**src/rtl/bias_seq_ctrl.sv**
```systemverilog
// Bias buffer sequencer: streams a layer's bias words into the banked buffer,
// then serves per-group bias requests via read-config / bias-valid handshakes.
module bias_seq_ctrl #(
    parameter int X_PE       = 16,
    parameter int ADDR_LEN   = 9,
    parameter int DATA_LEN   = 64,
    parameter int BUFFER_NUM = 8 * X_PE / DATA_LEN
) (
    input  logic                           clk,
    input  logic                           rst_n,
    input  logic                           cfg_valid,
    output logic                           cfg_ready,
    input  logic [ADDR_LEN-1:0]            cfg_base,
    input  logic [ADDR_LEN-1:0]            cfg_grp_m1,
    input  logic                           cfg_usebias,
    input  logic [4:0]                     cfg_shift,
    input  logic                           s_valid,
    output logic                           s_ready,
    input  logic [DATA_LEN-1:0]            s_data,
    output logic [DATA_LEN*BUFFER_NUM-1:0] buf_data_wr,
    output logic [ADDR_LEN-1:0]            buf_wr_addr,
    output logic [BUFFER_NUM-1:0]          buf_wr_en,
    output logic                           buf_rd_conf,
    output logic [ADDR_LEN-1:0]            buf_st_rd_addr,
    output logic                           buf_usebias,
    output logic [4:0]                     buf_bias_shift,
    input  logic                           buf_bias_en,
    input  logic                           grp_req,
    output logic                           grp_ack,
    output logic                           done,
    output logic                           busy
);
    localparam int BW = (BUFFER_NUM > 1) ? $clog2(BUFFER_NUM) : 1;

    localparam logic [2:0] S_IDLE  = 3'd0;
    localparam logic [2:0] S_LOAD  = 3'd1;
    localparam logic [2:0] S_RUN   = 3'd2;
    localparam logic [2:0] S_ISSUE = 3'd3;
    localparam logic [2:0] S_WAIT  = 3'd4;
    localparam logic [2:0] S_ACK   = 3'd5;
    localparam logic [2:0] S_DONE  = 3'd6;

    logic [2:0]                     state_q, state_d;
    logic [ADDR_LEN-1:0]            base_q, base_d, grp_m1_q, grp_m1_d;
    logic [ADDR_LEN-1:0]            grp_idx_q, grp_idx_d;
    logic [BW-1:0]                  bank_cnt_q, bank_cnt_d;
    logic                           usebias_q, usebias_d;
    logic [4:0]                     shift_q, shift_d;
    logic [ADDR_LEN-1:0]            wr_addr_q, wr_addr_d, rd_addr_q, rd_addr_d;
    logic [BUFFER_NUM-1:0]          wr_en_q, wr_en_d;
    logic [DATA_LEN*BUFFER_NUM-1:0] wr_data_q, wr_data_d;
    logic [ADDR_LEN-1:0]            cur_addr;

    // Address wraps naturally by truncation to ADDR_LEN bits.
    assign cur_addr = base_q + grp_idx_q;

    always_comb begin
        state_d    = state_q;
        base_d     = base_q;
        grp_m1_d   = grp_m1_q;
        grp_idx_d  = grp_idx_q;
        bank_cnt_d = bank_cnt_q;
        usebias_d  = usebias_q;
        shift_d    = shift_q;
        wr_addr_d  = wr_addr_q;
        rd_addr_d  = rd_addr_q;
        wr_data_d  = wr_data_q;
        wr_en_d    = '0;
        case (state_q)
            S_IDLE: if (cfg_valid) begin
                base_d     = cfg_base;
                grp_m1_d   = cfg_grp_m1;
                usebias_d  = cfg_usebias;
                shift_d    = cfg_shift;
                bank_cnt_d = '0;
                grp_idx_d  = '0;
                state_d    = cfg_usebias ? S_LOAD : S_RUN;
            end
            S_LOAD: if (s_valid) begin
                wr_en_d   = BUFFER_NUM'(1) << bank_cnt_q;
                wr_addr_d = cur_addr;
                wr_data_d = {BUFFER_NUM{s_data}};
                if (bank_cnt_q == BW'(BUFFER_NUM - 1)) begin
                    bank_cnt_d = '0;
                    if (grp_idx_q == grp_m1_q) begin
                        grp_idx_d = '0;
                        state_d   = S_RUN;
                    end else begin
                        grp_idx_d = grp_idx_q + ADDR_LEN'(1);
                    end
                end else begin
                    bank_cnt_d = bank_cnt_q + BW'(1);
                end
            end
            S_RUN: if (grp_req) begin
                rd_addr_d = cur_addr;
                state_d   = S_ISSUE;
            end
            S_ISSUE: state_d = S_WAIT;
            // The rd_conf edge clears the sticky flag, so any high here is fresh.
            S_WAIT:  if (buf_bias_en) state_d = S_ACK;
            S_ACK: begin
                if (grp_idx_q == grp_m1_q) begin
                    state_d = S_DONE;
                end else begin
                    grp_idx_d = grp_idx_q + ADDR_LEN'(1);
                    state_d   = S_RUN;
                end
            end
            S_DONE:  state_d = S_IDLE;
            default: state_d = S_IDLE;
        endcase
    end

    always_ff @(posedge clk or negedge rst_n) begin
        if (!rst_n) begin
            state_q    <= S_IDLE;
            base_q     <= '0;
            grp_m1_q   <= '0;
            grp_idx_q  <= '0;
            bank_cnt_q <= '0;
            usebias_q  <= 1'b0;
            shift_q    <= '0;
            wr_addr_q  <= '0;
            rd_addr_q  <= '0;
            wr_en_q    <= '0;
            wr_data_q  <= '0;
        end else begin
            state_q    <= state_d;
            base_q     <= base_d;
            grp_m1_q   <= grp_m1_d;
            grp_idx_q  <= grp_idx_d;
            bank_cnt_q <= bank_cnt_d;
            usebias_q  <= usebias_d;
            shift_q    <= shift_d;
            wr_addr_q  <= wr_addr_d;
            rd_addr_q  <= rd_addr_d;
            wr_en_q    <= wr_en_d;
            wr_data_q  <= wr_data_d;
        end
    end

    assign cfg_ready      = (state_q == S_IDLE);
    assign busy           = (state_q != S_IDLE);
    assign s_ready        = (state_q == S_LOAD);
    assign buf_rd_conf    = (state_q == S_ISSUE);
    assign grp_ack        = (state_q == S_ACK);
    assign done           = (state_q == S_DONE);
    assign buf_wr_en      = wr_en_q;
    assign buf_wr_addr    = wr_addr_q;
    assign buf_data_wr    = wr_data_q;
    assign buf_st_rd_addr = rd_addr_q;
    assign buf_usebias    = usebias_q;
    assign buf_bias_shift = shift_q;
endmodule

```
**config.mk**
```make
export PLATFORM = sky130hd
export DESIGN_NAME = bias_seq_ctrl
export DESIGN_NICKNAME = d
export VERILOG_FILES = /design/src/rtl/bias_seq_ctrl.sv
export SDC_FILE = /design/constraint.sdc
export NUM_CORES = 1
export LEC_CHECK = 0
export ABC_AREA = 0
export CAP_MARGIN = 0
export CORE_MARGIN = 4
export CORE_UTILIZATION = 42
export DETAILED_ROUTE_END_ITERATION = 8
export PLACE_DENSITY = 0.8
export REMOVE_ABC_BUFFERS = 1
export SETUP_SLACK_MARGIN = 0.2
export SLEW_MARGIN = 10
export SYNTH_ARGS = -nofsm -noshare
export SYNTH_HDL_FRONTEND = slang
export SYNTH_SLANG_ARGS = --single-unit
```
**constraint.sdc**
```tcl
create_clock -name clk -period 2.2 [get_ports clk]
set_input_delay 0.55 -clock clk [delete_from_list [all_inputs] [get_ports clk]]
set_output_delay 0.55 -clock clk [all_outputs]
set_load 0.01 [all_outputs]
```
After elaboration in Yosys (flattened, before gate mapping)
Cells that the tools add are included.
{"block": "totals", "wordCells": 60, "out_inout_bits": 160, "rom_bits": 0, "in_bits": 94, "regBits": 185, "ram_bits": 0, "latchBits": 0, "mem_count": 0}
{"block": "classes", "reduce_logical": 10, "div": 0, "n_addsub": 3, "eq_ne": 14, "n_shift": 1, "mux": 21, "mul": 0, "order_cmp": 0, "bitwise_logic": 0}
{"operator": "$mux W9", "count": 5}
{"operator": "$pmux W9 S3", "count": 1}
{"operator": "$mux W3", "count": 7}
{"operator": "$pmux W3 S6", "count": 1}
{"operator": "$ne A2 B2 Y1 const B", "count": 5}
{"operator": "$add A9 B1 Y9 const B", "count": 1}
{"operator": "$add A9 B9 Y9", "count": 1}
{"operator": "$eq A3 B3 Y1 const B", "count": 3}
{"operator": "$eq A9 B9 Y1", "count": 1}
{"operator": "$eq A3 B2 Y1 const B", "count": 2}
{"operator": "$mux W2", "count": 3}
{"operator": "$reduce_and A2 Y1", "count": 3}
{"operator": "$reduce_and A6 Y1", "count": 1}
{"operator": "$reduce_bool A3 Y1", "count": 2}
{"operator": "$reduce_and A5 Y1", "count": 1}
{"operator": "$ne A2 B1 Y1 const B", "count": 2}
{"operator": "$eq A3 B1 Y1 const B", "count": 1}
{"operator": "$logic_not A3 Y1", "count": 1}
{"operator": "$mux W1", "count": 3}
{"operator": "$reduce_and A3 Y1", "count": 1}
{"operator": "$pmux W1 S2", "count": 1}
{"operator": "$reduce_bool A2 Y1", "count": 1}
{"operator": "$shl A1 B1 Y2 const A", "count": 1}
{"operator": "$add A1 B1 Y1 const B", "count": 1}

Logic depth before layout (Yosys ltp)
{"block": "logic_depth", "ltp_word": 5, "depth_mapped": 9, "depth_no_buf": 9}

Least setup slack after synthesis
No wires, ideal clock.
{"block": "synth_timing", "path_kind": "register -> register", "startpoint": "register state_q[2]", "endpoint": "register base_q[0]", "synth_period_minus_slack_ns": 1.860, "n_path_buf": 3, "setup_slack_ns": 0.340, "path_stages_with_launch": 7, "setup_ns": 0.128, "required_time_ns": 2.072, "arrival_ns": 1.733, "path_cell_list": "dfrtp_1 > buf_2 > nor3_1 > and2_1 > buf_2 > buf_2 > mux2_1"}
{"block": "synth_between", "elab_chain_cells": 2}
{"item": "start, declared", "line": "43", "rtl": "logic [2:0] state_q, state_d;"}
{"item": "start signal, assigned", "line": "129", "rtl": "state_q <= state_d;"}
{"item": "$logic_not A3 Y1"}
{"item": "via cfg_ready", "line": "12", "rtl": "output logic cfg_ready,"}
{"item": "$reduce_and A2 Y1 (no source line)"}
{"item": "end signal, assigned", "line": "130", "rtl": "base_q <= base_d;"}
{"item": "end, declared", "line": "44", "rtl": "logic [ADDR_LEN-1:0] base_q, base_d, grp_m1_q, grp_m1_d;"}
The timed path passes the listed nets, and every way through them passes these cells.
A chain may end at the register's enable or synchronous reset.

Worst setup path after layout
{"block": "layout_timing", "startpoint": "register grp_idx_q[0]", "endpoint": "register grp_idx_q[2]"}
{"block": "layout_between", "elab_chain_cells": 5, "word_cells_on_any_way": 9, "classes_between": "1 x add/sub; 2 x eq/ne; 5 x mux; 1 x reduce/logical"}
{"item": "start, declared", "line": "45", "rtl": "logic [ADDR_LEN-1:0] grp_idx_q, grp_idx_d;"}
{"item": "start signal, assigned", "line": "132", "rtl": "grp_idx_q <= grp_idx_d;"}
{"item": "$add A9 B1 Y9 / $eq A9 B9 Y1 (equally long branches)"}
{"item": "$mux W9", "line": "85", "rtl": "if (grp_idx_q == grp_m1_q) begin"}
{"item": "$mux W9", "line": "83", "rtl": "if (bank_cnt_q == BW'(BUFFER_NUM - 1)) begin"}
{"item": "$mux W9", "line": "79", "rtl": "S_LOAD: if (s_valid) begin"}
{"item": "$pmux W9 S3", "line": "69", "rtl": "case (state_q)"}
Parallel ways exist; a longest one is shown, timed or not. The select of a mux whose other input is x is not followed.

==> impl_metrics.csv <==
group,metric,value,unit
flow_run,drv_cap,0,
routing,wl_per_cell,16.1,um
timing,grt_setup_unrepaired,"yes",
critical_path,worstSetupStartpointType,"flop",
floorplan,core,13300,um^2
power,total_power,13.6,mW
critical_path,crit_top_cell,"buf_6",
logic_synthesis,synthAdderAreaFrac,2.33,%
critical_path,endpoint_kind,"flop",
place,dp_cells,961,
place,dpl.hpwl,11900,um
logic_synthesis,synth-simple-area-share,18.8,%
critical_path,ff2ff_path_depth,9,
logic_synthesis,synth-compound-area-share,6.95,%
finish,fin_nets,923,
routing,viasPerCell,4.91,
timing,tightest_slew,0.646,ns
global_route,antenna_found_initial,1,
critical_path,cp.arrival,2.37,ns
floorplan,rows,42,
cts,cts_tree,"built",
cts,cts.reportedPaths.clkPinSlew,0.06,ns
timing,final.setup.tns,0,ns
logic_synthesis,synth_top_family_by_area,"simple AND/OR/NAND/NOR gates",
critical_path,r2r_start,"grp_idx_q[0]",
cts,clk-insertion-delay-late,0.41,ns
timing,max-slew-margin-rel,56.9,%
worst_hold_path,hold_class,"in2async",
critical_path,worst_path_largest_cell_delay,0.39,ns
routing,dr.pass1.iters,4,
cts,root_buffer,"clkbuf_16",
cts,cts.sinks,121,
place,io_buffers,253,
cts,cts_made_buffers,17,
place,globalplace.congestion,0.909,
critical_path,critPathSlowestCell,"dfrtp_1",
critical_path,worstPathRequired,2.53,ns
global_route,grt_pass1_wl,25500,um
global_route,grt_pass1_vias,5083,
timing,period_share,92.6,%
global_route,gr-total-overflow,0,
routing,finalWirelength,16200,um
floorplan,die_x,125,um
finish,instances_no_fill,1009,
global_route,grt_max_degree,122,
critical_path,critical_path_class,"reg2reg",
cts,cts_buffer_depth,2,
timing,final-hold-violation-count,0,
routing,drt_iter0_markers,298,
floorplan,dieArea,15500,um^2
floorplan,fp.dieH,125,um
logic_synthesis,avgSynthCellArea,9.51,um^2
logic_synthesis,yosysWarnings,0,
cts,cts_max_level,4,
logic_synthesis,ys_seq_area_share,53.1,%
logic_synthesis,yosys.area_share.xor_xnor,2.76,%
timing,min_period,2.04,ns
critical_path,reg2reg_slack,0.16,ns
cts,hold_buffers,0,
timing,slew_violations,0,
logic_synthesis,synth-seq-cells,121,
logic_synthesis,synth_mux_area_share,5.29,%
routing,final_antenna_net_count,0,
power,ir_drop,764,uV
timing,setup-violations-final,0,
run_status,outcome,"finished clean",
floorplan,initial_core_util,42.9,%
logic_synthesis,syn-cell-area,5700,um^2
critical_path,cp_cell_sequence,"buf_6 -> buf_6 -> xnor2_2 -> nand4_2 -> nor3_4 -> buf_6 -> mux2i_1 -> a21oi_1 -> o21ai_1",
finish,drive_gt1_share,13.1,%
critical_path,reg2reg_to,"grp_idx_q[2]",
routing,drc,0,
critical_path,crit_fanout,5,
finish,synthToLayoutAreaGrowth,56.9,%
logic_synthesis,synth.distinct_cells,43,
logic_synthesis,syn_inst,600,
routing,num_vias,4954,
power,p_leak,4.10,nW
timing,max_freq,491,MHz
finish,fillers,975,
timing,fin_skew,0.00747,ns
floorplan,ios,254,
power,power_density,1520,nW/um^2
global_route,grt.total_usage,20.3,%
state kept, by name (all words and copies together) (netlist names), 3 cells and up:
name,count
buf_data_wr,64
buf_st_rd_addr,9
buf_bias_shift,5
grp_m1_q,9
base_q,9
grp_idx_q,9
buf_wr_addr,9
state_q,3
area by class of cell:
cell class              instances  area, um^2  area share (%)
flip-flops and latches        121        3030            33.9
repair buffers                288        2850            31.8
multi-input cells             382        2190            24.5
clock buffers                  21         480            5.37
well taps                     176         220            2.46
clock inverters                11         144            1.61
inverters                       9        33.8           0.377
diodes                          1        2.50          0.0280
report_power, final:
group	total [mW]	internal, mW	leakage [nW]	switching (mW)
combinational	6.68	3.68	2.30	3.00
sequential	4.01	3.25	1.50	0.770
clock	2.88	1.89	0.297	0.983
total	13.6	8.82	4.10	4.76
critical path: cells and delay by family, from the launching register on:
| kind | cells | cell delay (ns) |
|---|---|---|
| and+or+nand+nor | 2 | 0.50 |
| buffers and inverters | 3 | 0.40 |
| DFF | 1 | 0.39 |
| muxes | 1 | 0.25 |
| AOI/OAI and AO/OA | 2 | 0.25 |
| xor gates and xnor gates | 1 | 0.16 |
synthesized netlist by cell type (all sizes together):
library cell | count | area, um^2
o22ai | 2 | 12.5
dfrtp | 121 | 3030
nand3 | 5 | 25.0
and3 | 4 | 25.0
xnor2 | 14 | 123
o41ai | 2 | 25.0
a2bb2oi | 1 | 8.76
a211o | 1 | 8.76
clkbuf | 13 | 48.8
o21bai | 1 | 7.51
a31oi | 2 | 12.5
fa | 1 | 20.0
mux2 | 25 | 282
inv | 9 | 33.8
xor2 | 4 | 35.0
a22o | 4 | 35.0
a2111oi | 1 | 15.0
nor3 | 7 | 51.3
o21ai | 33 | 165
a21o | 4 | 37.5
nand4 | 2 | 18.8
buf | 75 | 536
a21oi | 8 | 40.0
or2 | 1 | 6.26
nor2b | 2 | 12.5
o31a | 1 | 8.76
nand2 | 222 | 833
ha | 9 | 113
and2 | 1 | 6.26
a211oi | 2 | 20.0
nand2b | 3 | 18.8
nor4b | 1 | 8.76
nor2 | 17 | 63.8
mux2i | 2 | 20.0
metal layers:
metal / part of all wire, % / vias to the layer above / global-route usage [%]
met3: 6.5 / 36 / 6.35
li1: - / 2316 / -
met4: 3.3 / 0 / 9.28
met5: 0 / - / 0
met2: 54 / 230 / 37.6
met1: 36 / 2372 / 20.8
placed cells by master, fill, tap and decap left out, types with 6 or more instances in the layout:
master | netlist | routed
ha_1 | 9 | 8
buf_4 | 64 | 26
inv_1 | 9 | 6
xnor2_1 | 14 | 12
nor2_1 | 17 | 14
mux2_1 | 23 | 23
o21ai_1 | 20 | 21
dfrtp_1 | 121 | 118
nand2_1 | 222 | 221
o21ai_0 | 13 | 10
clkdlybuf4s50_1 | 0 | 246
clkbuf_16 | 0 | 17
worst max-delay path by stage:
| stage | slack, ns | start | end |
|---|---|---|---|
| floorplan | -0.34 | state_q[1] | buf_wr_addr[2] |
| global placement | -0.05 | s_valid | grp_idx_q[6] |
| detailed placement | -0.12 | s_valid | grp_idx_q[6] |
| CTS | 0.03 | state_q[0] | done |
| global route | 0.08 | grp_idx_q[0] | grp_idx_q[2] |
| finish | 0.16 | grp_idx_q[0] | grp_idx_q[2] |
metrics by stage:
step | area, um^2 | setup WS, ns | hold slack (ns) | utilization, %
final | 8950 | 0.162 | 0.220 | 67.3
after global routing | 8950 | 0.0785 | 0.268 | 67.3
after CTS | 8790 | 0.0303 | 0.255 | 66.1
after detailed placement | 8090 | -0.119 | 0.470 | 60.8
after global placement | 8090 | -0.0540 | 0.459 | 60.8
after floorplan | 5120 | -0.338 | 0.254 | -
cells by family (layout without fill, tap and decap cells):
| logic type | after synthesis | after routing |
|---|---|---|
| xor+xnor | 18 | 18 |
| mux | 27 | 27 |
| simple gates | 265 | 265 |
| compound gates | 62 | 62 |
| buf+inv | 97 | 329 |
| fa+ha+maj | 10 | 10 |
| flops | 121 | 121 |
| other cells | 0 | 1 |
what timing repair did:
action | CTS | global route
setup endpoints to repair | 8 | 22
pin swaps | 1 | 13
setup buffers | 6 | 9
resized for setup | 23 | 34
Power figures use the tool's default switching activity.
==> patch, RTL diff (same flow settings) <==
The parameter `X_PE` goes from 16 to 32.
--- a/src/rtl/bias_seq_ctrl.sv
+++ b/src/rtl/bias_seq_ctrl.sv
@@ -1,7 +1,7 @@
 // Bias buffer sequencer: streams a layer's bias words into the banked buffer,
 // then serves per-group bias requests via read-config / bias-valid handshakes.
 module bias_seq_ctrl #(
-    parameter int X_PE       = 16,
+    parameter int X_PE       = 32,
     parameter int ADDR_LEN   = 9,
     parameter int DATA_LEN   = 64,
     parameter int BUFFER_NUM = 8 * X_PE / DATA_LEN
Interface: changed (resized buf_data_wr and buf_wr_en); port bits go from 254 to 384. The function was not compared with the original's and may differ.
==> patch against the original RTL <==
Sequential cell count rose by 3; setup slack improved by 5.8 ps; critical path depth fell by 1; synthesized area rose by 25%; wire length rose by 46%; global-route usage rose by 3.3 points; clock skew fell by 1.1 ps; cell area rose by 22%; total power rose by 29%; highest routed layer is now met5.
==> patch: results (changes against the original RTL) <==
Pre-antenna DRT Iters -> 5 (+1)
Seq/Total Area, Yosys -> 0.436 (-0.0945)
Post-synthesis async set-or-reset flop share -> 1.00 (unchanged)
Drt total wl -> 23600 um (+46%)
Crit path max fanout -> 4 (-1)
Synth cell count leaders -> 225 x nand2_1, 195 x buf_4, 124 x dfrtp_1
Post-layout instance count excluding filler cells -> 1239 (+23%)
Post-detail-place hpwl -> 17500 um (+47%)
Netlist cell types -> 60 (+40%)
M3 GR Usage -> 0.0632 (-0.000274)
Avg Vias per Cell -> 4.78 (-2.6%)
Outcome -> completed
Placed cell count -> 1179 (+23%)
Top sig layer -> met5
Peak supply drop -> 856 uV (+12%)
M1 wire length -> 9320 um (+60%)
Mean post-synth cell area -> 9.28 sq um (-2.3%)
Ant diodes -> 0 (-1)
Area of the multi-input gates -> 2520 sq um (+15%)
Largest net degree at the start of global routing -> 39 (-68%)
Worst Clk Skew -> 6.33 ps (-1.14 ps)
GRT Util Overall -> 0.236 (+0.0329)
Vias in the first global route -> 5838 (+15%)
Met2 WL -> 12400 um (+41%)
Drt first-iter violations -> 267 (-10%)
Initial antenna violation count -> 2 (+1)
Placement-stage cell area -> 9940 sq um (+23%)
Fill count -> 1296 (+33%)
Share of layout cells above drive strength 1 -> 0.187 (+0.0564)
Synth top area cells -> dfrtp_1 44%, buf_4 21%, nand2_1 12%, ha_1 2.3%, mux2_2 2.1%
Grt met1 use -> 0.275 (+0.0676)
First-pass GRT wire length -> 35000 um (+37%)
Leakage -> 5.32 nW (+30%)
Met3 WL -> 1400 um (+32%)
Rel. slew slack -> 0.669 (+0.0994)
Port bufs -> 383 (+51%)
==> patch: power breakdown <==
group | switching [mW] | total (mW) | internal (mW) | leakage [nW]
Sequential | 1.33 | 4.73 | 3.40 | 1.49
Clock | 0.983 | 2.71 | 1.73 | 0.286
Combinational | 4.53 | 10.1 | 5.60 | 3.54
==> patch: what timing repair did <==
| action | CTS | global route |
|---|---|---|
| endpoints found under the hold margin | 0 | 0 |
| hold buffers | 0 | 0 |
| resized for setup | 102 | 62 |
| setup endpoints to repair | 175 | 108 |
| pin swaps | 4 | 6 |
| setup buffers | 19 | 9 |
==> patch: area by class of cell <==
cell class | count | share of cell area
clock inverter | 6 | 0.00526
sequential | 124 | 0.289
tap | 220 | 0.0252
timing repair buffer | 441 | 0.399
inverter | 8 | 0.00275
clock buffer | 26 | 0.0475
multi-input combinational | 414 | 0.231
==> patch: worst paths after layout <==
path                                 from               end  slack, ps  cells after the start
max                             base_q[0]    buf_wr_addr[8]        170                      8
min                                 rst_n       grp_m1_q[0]        110                      1
max reg2reg                     base_q[0]    buf_wr_addr[8]        170                      8
min reg2reg                buf_wr_addr[1]    buf_wr_addr[1]        480                      2
max in group asynchronous           rst_n  buf_data_wr[228]       1460                      2
min in group clk           buf_wr_addr[1]    buf_wr_addr[1]        480                      2
==> patch: cells by family (layout without fill, tap and decap cells) <==
kind of cell               after synthesis  after routing  synth area share
and+or+nand+nor                        299            299             0.180
buffers and inverters                  228            481             0.228
DFF                                    124            124             0.436
AOI/OAI and AO/OA                       59             59            0.0612
muxes                                   28             28            0.0438
adders and majority gates               14             14            0.0257
xor gates and xnor gates                14             14            0.0246
==> patch: critical path, stage by stage, from the launching register on <==
cell	delay, ps
dfrtp_1	380
ha_2	200
fa_2	390
a21oi_4	180
o21ai_2	90
a2111oi_2	320
buf_4	180
or4_1	100
nand3_1	70
